--- config.mk ---
export PLATFORM = sky130hd
export DESIGN_NAME = mir_sequencer
export DESIGN_NICKNAME = d
export VERILOG_FILES = /design/src/rtl/mir_pkg.sv /design/src/rtl/mir_cond_eval.sv /design/src/rtl/mir_sequencer.sv
export SDC_FILE = /design/constraint.sdc
export NUM_CORES = 1
export LEC_CHECK = 0
export ABC_CLOCK_PERIOD_IN_PS = 2400
export CAP_MARGIN = 40
export CORE_MARGIN = 2
export CORE_UTILIZATION = 45
export CTS_BUF_LIST = sky130_fd_sc_hd__clkbuf_4 sky130_fd_sc_hd__clkbuf_8
export DETAILED_ROUTE_END_ITERATION = 7
export PLACE_DENSITY = 0.81
export SYNTH_ARGS = -nofsm -noshare
export SYNTH_HDL_FRONTEND = slang
export SYNTH_SLANG_ARGS = --single-unit
--- constraint.sdc ---
create_clock -name clk -period 2.4 [get_ports clk]
set_clock_uncertainty 0.1 [all_clocks]
set_input_delay 0.48 -clock clk [delete_from_list [all_inputs] [get_ports clk]]
set_output_delay 0.48 -clock clk [all_outputs]
set_load 0.1 [all_outputs]
--- src/rtl/mir_pkg.sv ---
// Shared definitions for the microinstruction sequencer: MIR field layout,
// bus "none" selects, the NOP word, Ttype condition/force codes and FSM states.
package mir_pkg;

  localparam int MIR_W   = 33;

  localparam int ALU_HI  = 32;
  localparam int ALU_LO  = 29;
  localparam int SH_HI   = 28;
  localparam int SH_LO   = 27;
  localparam int KMX_BIT = 26;
  localparam int MR_BIT  = 25;
  localparam int MW_BIT  = 24;
  localparam int B_HI    = 23;
  localparam int B_LO    = 18;
  localparam int C_HI    = 17;
  localparam int C_LO    = 12;
  localparam int T_HI    = 11;
  localparam int T_LO    = 5;
  localparam int A_HI    = 4;
  localparam int A_LO    = 0;

  localparam logic [5:0] CBUS_NONE = 6'h23;
  localparam logic [5:0] BBUS_NONE = 6'h23;

  // Equals 33'b000000000100011100011011111100000.
  localparam logic [MIR_W-1:0] NOP_WORD = {4'h0, 2'b00, 1'b0, 1'b0, 1'b0,
                                           BBUS_NONE, CBUS_NONE, 7'b0111111, 5'd0};

  localparam logic [2:0] COND_ALWAYS = 3'd0;
  localparam logic [2:0] COND_Z      = 3'd1;
  localparam logic [2:0] COND_NZ     = 3'd2;
  localparam logic [2:0] COND_CY     = 3'd3;
  localparam logic [2:0] COND_NCY    = 3'd4;

  localparam logic [1:0] FORCE_CLR_CY = 2'b01;
  localparam logic [1:0] FORCE_SET_CY = 2'b10;

  typedef enum logic [2:0] {
    ST_IDLE = 3'd0,
    ST_EXEC = 3'd1,
    ST_MEM  = 3'd2,
    ST_WB   = 3'd3,
    ST_BR   = 3'd4
  } state_e;

  // Codes 5..7 never hold.
  function automatic logic cond_holds(input logic [2:0] cond,
                                      input logic       z,
                                      input logic       cy);
    logic res;
    case (cond)
      COND_ALWAYS: res = 1'b1;
      COND_Z:      res = z;
      COND_NZ:     res = ~z;
      COND_CY:     res = cy;
      COND_NCY:    res = ~cy;
      default:     res = 1'b0;
    endcase
    return res;
  endfunction

endpackage

--- src/rtl/mir_cond_eval.sv ---
// Combinational Ttype decode: branch flag, condition result on the current
// flags, and the Z/CY update mask with the CY force codes.
module mir_cond_eval
  import mir_pkg::*;
(
  input  logic [6:0] ttype_i,
  input  logic       flag_z_i,
  input  logic       flag_cy_i,
  output logic       branch_o,
  output logic       cond_true_o,
  output logic       upd_z_o,
  output logic       upd_cy_o,
  output logic       force_set_o,
  output logic       force_clr_o
);

  // Field split plus condition/force decode.
  always_comb begin
    branch_o    = ttype_i[6];
    cond_true_o = cond_holds(ttype_i[5:3], flag_z_i, flag_cy_i);
    upd_cy_o    = ttype_i[2];
    upd_z_o     = ttype_i[1];
    force_set_o = 1'b0;
    force_clr_o = 1'b0;
    case (ttype_i[1:0])
      FORCE_CLR_CY: force_clr_o = 1'b1;
      FORCE_SET_CY: force_set_o = 1'b1;
      default: begin
        force_set_o = 1'b0;
        force_clr_o = 1'b0;
      end
    endcase
  end

endmodule

--- src/rtl/mir_sequencer.sv ---
// Consumer end of the MIR interface: latches one microinstruction, drives the
// datapath selects and sequences EXEC / MEM / WB / BR cycles with Z/CY flags.
module mir_sequencer
  import mir_pkg::*;
#(
  parameter int ADDR_W      = 12,
  parameter int MEM_TIMEOUT = 15
) (
  input  logic              clk,
  input  logic              rst,
  input  logic [32:0]       mir,
  input  logic              mir_valid,
  output logic              mir_ready,
  input  logic [ADDR_W-1:0] ir_addr,
  output logic [3:0]        alu_op,
  output logic [1:0]        sh_op,
  output logic              kmx,
  output logic [4:0]        a_sel,
  output logic [5:0]        b_sel,
  output logic [5:0]        c_sel,
  input  logic              alu_z,
  input  logic              alu_cy,
  output logic              reg_we,
  output logic              mem_req,
  output logic              mem_we,
  output logic [ADDR_W-1:0] mem_addr,
  input  logic              mem_ack,
  output logic              pc_load,
  output logic [ADDR_W-1:0] pc_target,
  output logic              flag_z,
  output logic              flag_cy,
  output logic              bus_err
);

  localparam int              CNT_W     = $clog2(MEM_TIMEOUT + 1);
  localparam logic [CNT_W-1:0] CNT_LIMIT = CNT_W'(MEM_TIMEOUT);
  localparam logic [CNT_W-1:0] CNT_ONE   = CNT_W'(1);

  state_e              state_q;
  logic [MIR_W-1:0]    mir_q;
  logic [ADDR_W-1:0]   ir_q;
  logic [CNT_W-1:0]    cnt_q;
  logic                alu_z_q;
  logic                alu_cy_q;
  logic                mir_ready_q;
  logic                reg_we_q;
  logic                mem_req_q;
  logic                mem_we_q;
  logic                pc_load_q;
  logic                bus_err_q;
  logic                flag_z_q;
  logic                flag_cy_q;
  logic                flag_z_d;
  logic                flag_cy_d;

  logic                branch_s;
  logic                cond_true_s;
  logic                upd_z_s;
  logic                upd_cy_s;
  logic                force_set_s;
  logic                force_clr_s;
  logic                wr_en_s;

  mir_cond_eval u_cond (
    .ttype_i     (mir_q[T_HI:T_LO]),
    .flag_z_i    (flag_z_q),
    .flag_cy_i   (flag_cy_q),
    .branch_o    (branch_s),
    .cond_true_o (cond_true_s),
    .upd_z_o     (upd_z_s),
    .upd_cy_o    (upd_cy_s),
    .force_set_o (force_set_s),
    .force_clr_o (force_clr_s)
  );

  assign wr_en_s = (mir_q[C_HI:C_LO] != CBUS_NONE);

  // Flag values committed at the end of WB; CY force codes beat the CY mask.
  always_comb begin
    flag_z_d  = flag_z_q;
    flag_cy_d = flag_cy_q;
    if (upd_z_s) begin
      flag_z_d = alu_z_q;
    end else begin
      flag_z_d = flag_z_q;
    end
    if (force_set_s) begin
      flag_cy_d = 1'b1;
    end else if (force_clr_s) begin
      flag_cy_d = 1'b0;
    end else if (upd_cy_s) begin
      flag_cy_d = alu_cy_q;
    end else begin
      flag_cy_d = flag_cy_q;
    end
  end

  // Sequencer FSM with registered strobes and field holding register.
  always_ff @(posedge clk) begin
    if (rst) begin
      state_q     <= ST_IDLE;
      mir_q       <= NOP_WORD;
      ir_q        <= '0;
      cnt_q       <= '0;
      alu_z_q     <= 1'b0;
      alu_cy_q    <= 1'b0;
      mir_ready_q <= 1'b1;
      reg_we_q    <= 1'b0;
      mem_req_q   <= 1'b0;
      mem_we_q    <= 1'b0;
      pc_load_q   <= 1'b0;
      bus_err_q   <= 1'b0;
      flag_z_q    <= 1'b0;
      flag_cy_q   <= 1'b0;
    end else begin
      reg_we_q  <= 1'b0;
      pc_load_q <= 1'b0;
      case (state_q)
        ST_IDLE: begin
          if (mir_valid && mir_ready_q) begin
            mir_q       <= mir;
            ir_q        <= ir_addr;
            mir_ready_q <= 1'b0;
            state_q     <= ST_EXEC;
          end
        end
        ST_EXEC: begin
          alu_z_q  <= alu_z;
          alu_cy_q <= alu_cy;
          if (mir_q[MR_BIT] || mir_q[MW_BIT]) begin
            mem_req_q <= 1'b1;
            mem_we_q  <= mir_q[MW_BIT];
            cnt_q     <= CNT_ONE;
            state_q   <= ST_MEM;
          end else if (branch_s) begin
            pc_load_q <= cond_true_s;
            state_q   <= ST_BR;
          end else begin
            reg_we_q <= wr_en_s;
            state_q  <= ST_WB;
          end
        end
        ST_MEM: begin
          // An ack arriving on the limit cycle still completes the access.
          if (mem_ack) begin
            mem_req_q <= 1'b0;
            mem_we_q  <= 1'b0;
            if (mem_we_q) begin
              mir_ready_q <= 1'b1;
              state_q     <= ST_IDLE;
            end else begin
              reg_we_q <= wr_en_s;
              state_q  <= ST_WB;
            end
          end else if (cnt_q == CNT_LIMIT) begin
            mem_req_q   <= 1'b0;
            mem_we_q    <= 1'b0;
            bus_err_q   <= 1'b1;
            mir_ready_q <= 1'b1;
            state_q     <= ST_IDLE;
          end else begin
            cnt_q <= cnt_q + CNT_ONE;
          end
        end
        ST_WB: begin
          flag_z_q    <= flag_z_d;
          flag_cy_q   <= flag_cy_d;
          mir_ready_q <= 1'b1;
          state_q     <= ST_IDLE;
        end
        ST_BR: begin
          mir_ready_q <= 1'b1;
          state_q     <= ST_IDLE;
        end
        default: begin
          mem_req_q   <= 1'b0;
          mem_we_q    <= 1'b0;
          mir_ready_q <= 1'b1;
          state_q     <= ST_IDLE;
        end
      endcase
    end
  end

  assign mir_ready = mir_ready_q;
  assign alu_op    = mir_q[ALU_HI:ALU_LO];
  assign sh_op     = mir_q[SH_HI:SH_LO];
  assign kmx       = mir_q[KMX_BIT];
  assign a_sel     = mir_q[A_HI:A_LO];
  assign b_sel     = mir_q[B_HI:B_LO];
  assign c_sel     = mir_q[C_HI:C_LO];
  assign reg_we    = reg_we_q;
  assign mem_req   = mem_req_q;
  assign mem_we    = mem_we_q;
  assign mem_addr  = ir_q;
  assign pc_load   = pc_load_q;
  assign pc_target = ir_q;
  assign flag_z    = flag_z_q;
  assign flag_cy   = flag_cy_q;
  assign bus_err   = bus_err_q;

endmodule
==> results of run 1 <==
==> routing by layer <==
layer	track usage [%]	vias up	routed length [um]
li1	-	1214	-
met1	21.35	1088	2638
met2	32.68	52	3162
met3	4.066	12	218
met4	9.000	0	119
met5	0	-	0
==> final cells by class <==
cell class                 instances  area share (%)
multi-input combinational        216           30.65
inverter                           1          0.1037
timing repair buffer             113           26.75
clock buffer                      12           4.388
clock inverter                     4           1.244
tap                               75           2.592
sequential                        62           34.28
==> critical path, stage by stage <==
cell             delay (ns)
clkdlybuf4s50_1        0.47
nor4b_2                0.43
and2_1                 0.25
a41oi_1                0.14
a311oi_1               0.30
==> final timing paths <==
kind,to,cells past startpoint,slack [ns],start
max,cnt_q[3],5,0.46,mem_ack
min,mir_q[20],2,0.36,mir_q[20]
max reg2reg,cnt_q[3],4,0.51,state_q[2]
min reg2reg,mir_q[20],2,0.36,mir_q[20]
==> power breakdown <==
| part | switching [uW] | total [uW] | internal (uW) |
|---|---|---|---|
| clock | 390 | 933 | 543 |
| sequential | 189 | 1460 | 1270 |
| combinational | 2130 | 2820 | 686 |
==> cell usage in the layout, fill, tap and decap left out, drive strengths merged <==
cell type	count
nand2	105
buf	64
dfxtp	62
clkdlybuf4s50	49
a21oi	41
nand3b	15
clkbuf	12
o21ai	6
nor2	5
nor2b	4
nand3	4
nor3	4
clkinv	3
nand2b	2
nor3b	2
a311oi	2
and2	2
o211ai	2
a31oi	2
o22ai	2
or2	2
nor4b	2
a2111oi	2
or3	1
inv	1
a22oi	1
nand4	1
a211oi	1
o31a	1
a41oi	1
a22o	1
a21o	1
and3b	1
o21bai	1
o22a	1
ha	1
bufinv	1
==> flip-flops by register name, indices dropped and copies added (netlist names), 3 cells and up <==
| signal | flops |
|---|---|
| cnt_q | 4 |
| mem_addr | 12 |
| state_q | 3 |
| mir_q | 33 |
==> stage by stage <==
step | hold slack (ns) | setup WS (ns) | utilization (%) | instances | power (uW)
2_1_floorplan | 0.3262 | 0.1436 | - | 332 | 3957
3_3_place_gp | 0.3387 | 0.2774 | 58.06 | 467 | 4280
4_1_cts | 0.3575 | 0.5221 | 61.52 | 483 | 5252
3_5_place_dp | 0.3482 | 0.1776 | 58.06 | 467 | 4320
6_report | 0.3550 | 0.4604 | 61.52 | 483 | 5212
5_1_grt | 0.3755 | 0.3683 | 61.52 | 483 | 5487
==> cells by family after synthesis <==
| logic type | Yosys count | share of synthesized area (%) |
|---|---|---|
| buffers and inverters | 54 | 13.96 |
| adder cells (fa/ha/maj) | 1 | 0.4578 |
| flip-flops | 62 | 45.42 |
| AND/OR/NAND/NOR | 150 | 26.05 |
| AO/OA/AOI/OAI | 65 | 14.10 |
==> metrics, run 1 <==
crit share post-route 80.82%; min-delay worst type flip-flop to flip-flop; Mapped Area 2733 um2; die area 6712 um2; number of H-tree levels 3; cts hold-fix bufs 0; clock latency at the later pin of the worst-skew pair 0.33 ns; DR iter-0 viols 96; Tmin final 1.940 ns; vias in the first global route 2102; most frequent cells after synthesis nand2_1, dfxtp_1, a21oi_1, buf_4, nand3b_1; leakage 0.001501 uW; Clock Tree Root clkbuf_8; area leader, netlist dfxtp_1; CTS sink cnt 62; hpwl dp 4409 um; final hold viol count 0; Max Clk Rate 515.6 MHz; CTS max path bufs 2; PortBufs 106; Vias 2366; # resized after CTS 0; # fillers 533; Critical Path RT 2.52 ns; Final setup viols 0; syn avg cell area 8.231 um2; Die Wd 81.93 um; Sequential cell area 1241 um2; total track usage 18.63%; core area 5886 um2; num rows 28; Vias/cell 4.899; power per standard cell area 1439 nW/um2; Crit. End Element flip-flop; Max FO, Critical Path 4; Synth Instances 332; Area Overhead vs Synth 32.51%; CTS tree done; Synth Flop Type dfxtp_1; starting density of the core 46.43%; Clk pin slew, worst setup/hold paths 0.07 ns; Final Instance Area 3621 um2; largest net degree at the start of global routing 38; post-route setup TNS 0 ns; flops & latches, synth 62; grt ovf 0; yosys warns 0; Antenna Nets Post-Route 0; Worst EP arrival 2.06 ns; Rel. slew slack 57.71%; # diodes 0; GP Congestion 0.7833; die height 81.93 um; Final #Nets 455; top-count cell post-synth nand2_1; Area contributors post-synth dfxtp_1, nand2_1, buf_4, a21oi_1, nand3b_1; pins over their slew limit 0; first-pass GRT wire length 9494 um; Routed wire per std cell 12.71 um; Mapped Nets 384; total wire length 6138 um; I/O pin count 107; multi-input combinational cell area 1110 um2; maxcap violations 0; EDFF count, synth 0; Post-DP Area 3417 um2; Yosys top cell area share 45.42%; post-synth cell types 43; unrepaired setup endpoints after global routing no; outcome complete, no violations; peak supply drop 0.7769 mV; fraction of layout cells with a size suffix above 1 21.57%; initial antenna violation count 0; Worst-Margin Slew 0.6344 ns; CTS Buf Count 9; Setup Fix Bufs, Post-CTS 0; sequential share of the synthesized area 45.42%; Post-route DRC 0; WS Path Type primary input to flip-flop; drt pass-1 iters 4; CP startpoint kind primary input; asr flop ratio synth 0%
Note: power is estimated with default switching activity, not from simulation.
==> run 2, diff against run 1 <==
Settings changed: ABC_CLOCK_PERIOD_IN_PS 2400 to 1950.
Clock period 2.4 ns to 1.95 ns, I/O delays scaled along.
==> metrics, run 2 (same netlist as run 1, synthesis figures left out) <==
Final #Nets 462; Largest register FFs 33; Place WS -0.04969 ns; total wire length 6752 um; unrepaired setup endpoints after global routing no; fraction of layout cells with a size suffix above 1 23.13%; CP startpoint kind flip-flop; commonest non-fill, non-tap cell in the layout nand2_1; Post-DP Area 4184 um2; leakage 0.001732 uW; GP Congestion 0.8980; Post-route DRC 0; largest net degree at the start of global routing 39; PortBufs 106; Final Instance Area 4388 um2; # fillers 423; Sequential cell area 1242 um2; Routed wire per std cell 13.78 um; min-delay worst type primary input to flip-flop; Rel. slew slack 73.24%; power per standard cell area 1667 nW/um2; CP cell instances ha_1 > nand3_1 > a22oi_1 > nor3_1 > a22o_1; maxcap violations 0; CP max-delay cell dfxtp_1; CTS Buf Count 9; drt pass-1 iters 4; grt ovf 0; Top reg by flops mir_q; total power 7314 uW; Max FO, Critical Path 7; CTS tree done; Clk pin slew, worst setup/hold paths 0.07 ns; most frequent cells in the layout nand2_1, dfxtp_1, buf_12; outcome complete, no violations; initial antenna violation count 0; peak supply drop 1.148 mV; Antenna Nets Post-Route 0; Area Overhead vs Synth 60.58%; crit share post-route 89.26%; Critical Path RT 2.08 ns; Worst EP arrival 1.87 ns; M3 GR Usage 7.033%; CTS sink cnt 62; starting density of the core 46.43%; setup slack after layout 0.2093 ns; first-pass GRT wire length 10930 um; Vias/cell 4.994; core area 5886 um2; Vias 2447; final hold viol count 0; WS Path Type flip-flop to flip-flop; Tmin final 1.741 ns; crit-path max cell delay 0.41 ns; met1 usage 25.19%; gr busiest metal met2; DR iter-0 viols 113; Clock Tree Root clkbuf_8; num rows 28; die height 81.93 um; Crit. End Element flip-flop; # diodes 0; die area 6712 um2; Setup Fix Bufs, Post-CTS 0; Worst-Margin Slew 0.3912 ns; grt met2 use 36.50%; CTS max path bufs 2; cts hold-fix bufs 0; Die Wd 81.93 um; pins over their slew limit 0; I/O pin count 107; multi-input combinational cell area 1110 um2; clock latency at the later pin of the worst-skew pair 0.33 ns; vias in the first global route 2390; number of H-tree levels 3; total track usage 21.37%; Final setup viols 0; # resized after CTS 0; Max Clk Rate 574.5 MHz; hpwl dp 4921 um
## run 2: changes by cell type in the layout (fill, tap and decap cells not counted), sizes merged
cell  before  now
buf       64   71
## run 2: worst max-delay path, delay by kind of cell (launching register included)
family	cells	cell delay, ns
AND/OR/NAND/NOR	2	0.32
flip-flops	1	0.41
adder cells (fa/ha/maj)	1	0.24
AO/OA/AOI/OAI	2	0.57
## run 2: per-layer routing
metal / up-vias / part of all wire, %
li1: 1227 / -
met1: 1137 / 39
met2: 71 / 54
met3: 12 / 5.5
met4: 0 / 1.8
met5: - / 0
## run 2: stage by stage
stage | hold slack [ns] | utilization (%) | std cells | TNS [ns]
after CTS | 0.3396 | 74.55 | 490 | 0
after floorplan | 0.3262 | - | 332 | 0
after global routing | 0.3763 | 74.55 | 490 | 0
after global placement | 0.3377 | 71.09 | 474 | 0
after detailed placement | 0.3581 | 71.09 | 474 | -0.09174
final | 0.3519 | 74.55 | 490 | 0
## run 2: power by group
group / leakage [uW] / switching [uW] / internal (uW) / total [uW]
registers: 0.000507 / 338 / 1570 / 1910
clock network: 0.000110 / 470 / 668 / 1140
logic: 0.00111 / 2730 / 1540 / 4270
## run 2: layout make-up
class | instances | share of cell area [%]
Tap cell | 75 | 2.139
Clock inverter | 4 | 1.027
Inverter | 1 | 0.08554
Clock buffer | 12 | 3.621
Sequential cell | 62 | 28.31
Multi-Input combinational cell | 216 | 25.29
Timing Repair Buffer | 120 | 39.52
## run 2: worst paths after layout
| kind | from | endpoint | slack, ns | cells after the start |
|---|---|---|---|---|
| setup / recovery | cnt_q[0] | mem_we | 0.21 | 5 |
| hold reg to reg | alu_cy_q | alu_cy_q | 0.37 | 2 |
| hold / removal | rst | mir_q[2] | 0.35 | 2 |
| setup reg to reg | cnt_q[0] | mem_we | 0.21 | 5 |
==> run 3, diff against run 2 <==
Settings changed: CTS_CLUSTER_SIZE from default to 25, SETUP_SLACK_MARGIN from default to 0.5.
==> metrics, run 3 (same netlist as run 1, synthesis figures left out) <==
peak supply drop 0.9402 mV; grt ovf 0; num rows 28; CTS tree done; Worst EP arrival 1.74 ns; Post-route DRC 0; switching portion of total power 47.72%; Clk pin slew, worst setup/hold paths 0.07 ns; flop-to-flop setup slack 0.33 ns; GP Congestion 0.8190; Worst-Margin Slew 0.6016 ns; fraction of layout cells with a size suffix above 1 32.86%; largest net degree at the start of global routing 35; Finished Layout Cells 498; Area Overhead vs Synth 71.29%; Net Sw Power 3719 uW; PortBufs 106; I/O pin count 107; clock network fraction of total power 15.6%; DR iter-0 viols 164; placed cell count 473; CTS Buf Count 9; Top reg by flops mir_q; CTS sink cnt 62; Tmin final 1.622 ns; outcome complete, no violations; power per standard cell area 1665 nW/um2; Worst R2R Path Depth 5; reg2reg end mir_ready; unrepaired setup endpoints after global routing yes; Rel. slew slack 59.89%; Vias/cell 5.233; Hold Crit Endpoint flag_cy; power share of the sequential group 25.2%; Antenna Nets Post-Route 0; CP startpoint kind flip-flop; starting density of the core 46.43%; Max FO, Critical Path 13; worst hold slack 0.3581 ns; combinational group share of total power 59.2%; setup slack after layout 0.3280 ns; clock latency at the later pin of the worst-skew pair 0.33 ns; Crit. End Element flip-flop; drt pass-1 iters 5; WS Path Type flip-flop to flip-flop; final hold viol count 0; vias in the first global route 2543; first-pass GRT wire length 11870 um; total wire length 7938 um; Final #Nets 470; initial antenna violation count 0; Internal 4075 uW; Clock Tree Root clkbuf_8; Hold Crit Depth 1; total track usage 23.45%; Largest register FFs 33; Max Clk Rate 616.5 MHz; most frequent cells in the layout nand2_1, buf_12, clkdlybuf4s50_1; cts hold-fix bufs 0; die height 81.93 um; crit share post-route 83.18%; Routed wire per std cell 15.94 um; worst r2r src state_q[0]; core area 5886 um2; commonest non-fill, non-tap cell in the layout nand2_1; number of H-tree levels 3; maxcap violations 0; min-delay worst type flip-flop to flip-flop; CTS max path bufs 2; worst hold start mir_q[5]; Critical Path RT 2.07 ns; Place WS -0.02144 ns; die area 6712 um2; Die Wd 81.93 um; # diodes 0; pins over their slew limit 0; Final setup viols 0; leakage 0.001827 uW; hpwl dp 5169 um; Vias 2606
## run 3: cell types whose count changed in the layout (fill, tap and decap cells not counted), sizes merged
| cell | before | now |
|---|---|---|
| dlygate4sd2 | 0 | 2 |
| clkdlybuf4s50 | 49 | 47 |
| buf | 71 | 79 |
| clkinv | 3 | 2 |
| clkbuf | 12 | 13 |
## run 3: layout make-up
type	count	area (um2)
Clock buffer	13	178.9
Inverter	1	3.754
Fill cell	335	1205
Tap cell	75	93.84
Clock inverter	3	40.04
Timing Repair Buffer	128	1856
Multi-Input combinational cell	216	1200
Sequential cell	62	1309
## run 3: worst max path at each step
stage	start	end	slack [ns]	depth (start not counted)
4_1_cts	state_q[0]	mem_addr[6]	0.37	5
2_1_floorplan	mir_ready	mir_ready	0.35	6
6_report	state_q[0]	mir_ready	0.33	5
3_3_place_gp	mir_valid	mem_addr[9]	0.03	6
5_1_grt	state_q[2]	cnt_q[0]	0.27	6
3_5_place_dp	mir_valid	mem_addr[6]	-0.02	6
## run 3: what timing repair did
item	in CTS	in global routing
pin swaps	6	13
gates cloned	1	0
setup buffers	3	5
setup endpoints to repair	53	56
gates resized for setup	23	12
## run 3: critical path, cell delays in order (launching register included)
cell,delay [ns]
dfxtp_4,0.36
or2_4,0.26
or3_4,0.42
buf_12,0.18
a21oi_2,0.13
nand2_1,0.06
## run 3: through the flow
step / power, uW / utilization [%] / instance area (um2) / setup TNS, ns
floorplan: 4926 / - / 2806 / 0
global placement: 6181 / 72.11 / 4244 / 0
detailed placement: 6268 / 72.11 / 4244 / -0.09020
CTS: 7682 / 77.93 / 4587 / 0
global route: 8085 / 79.53 / 4681 / 0
finish: 7794 / 79.53 / 4681 / 0
## run 3: per-layer routing
metal	vias to the layer above	global-route usage (%)	wire length, um
met5	-	0	0
met4	0	11.17	176
met3	19	4.066	405
met2	98	42.28	4369
met1	1244	26.62	2986
li1	1245	-	-
## run 3: power groups by stage
stage	Combinational, uW	Clock (uW)	Sequential, uW
floorplan	2560	0	2370
global placement	4210	0	1970
detailed placement	4280	0	1990
CTS	4500	1220	1960
global route	4810	1280	2000
finish	4610	1210	1970
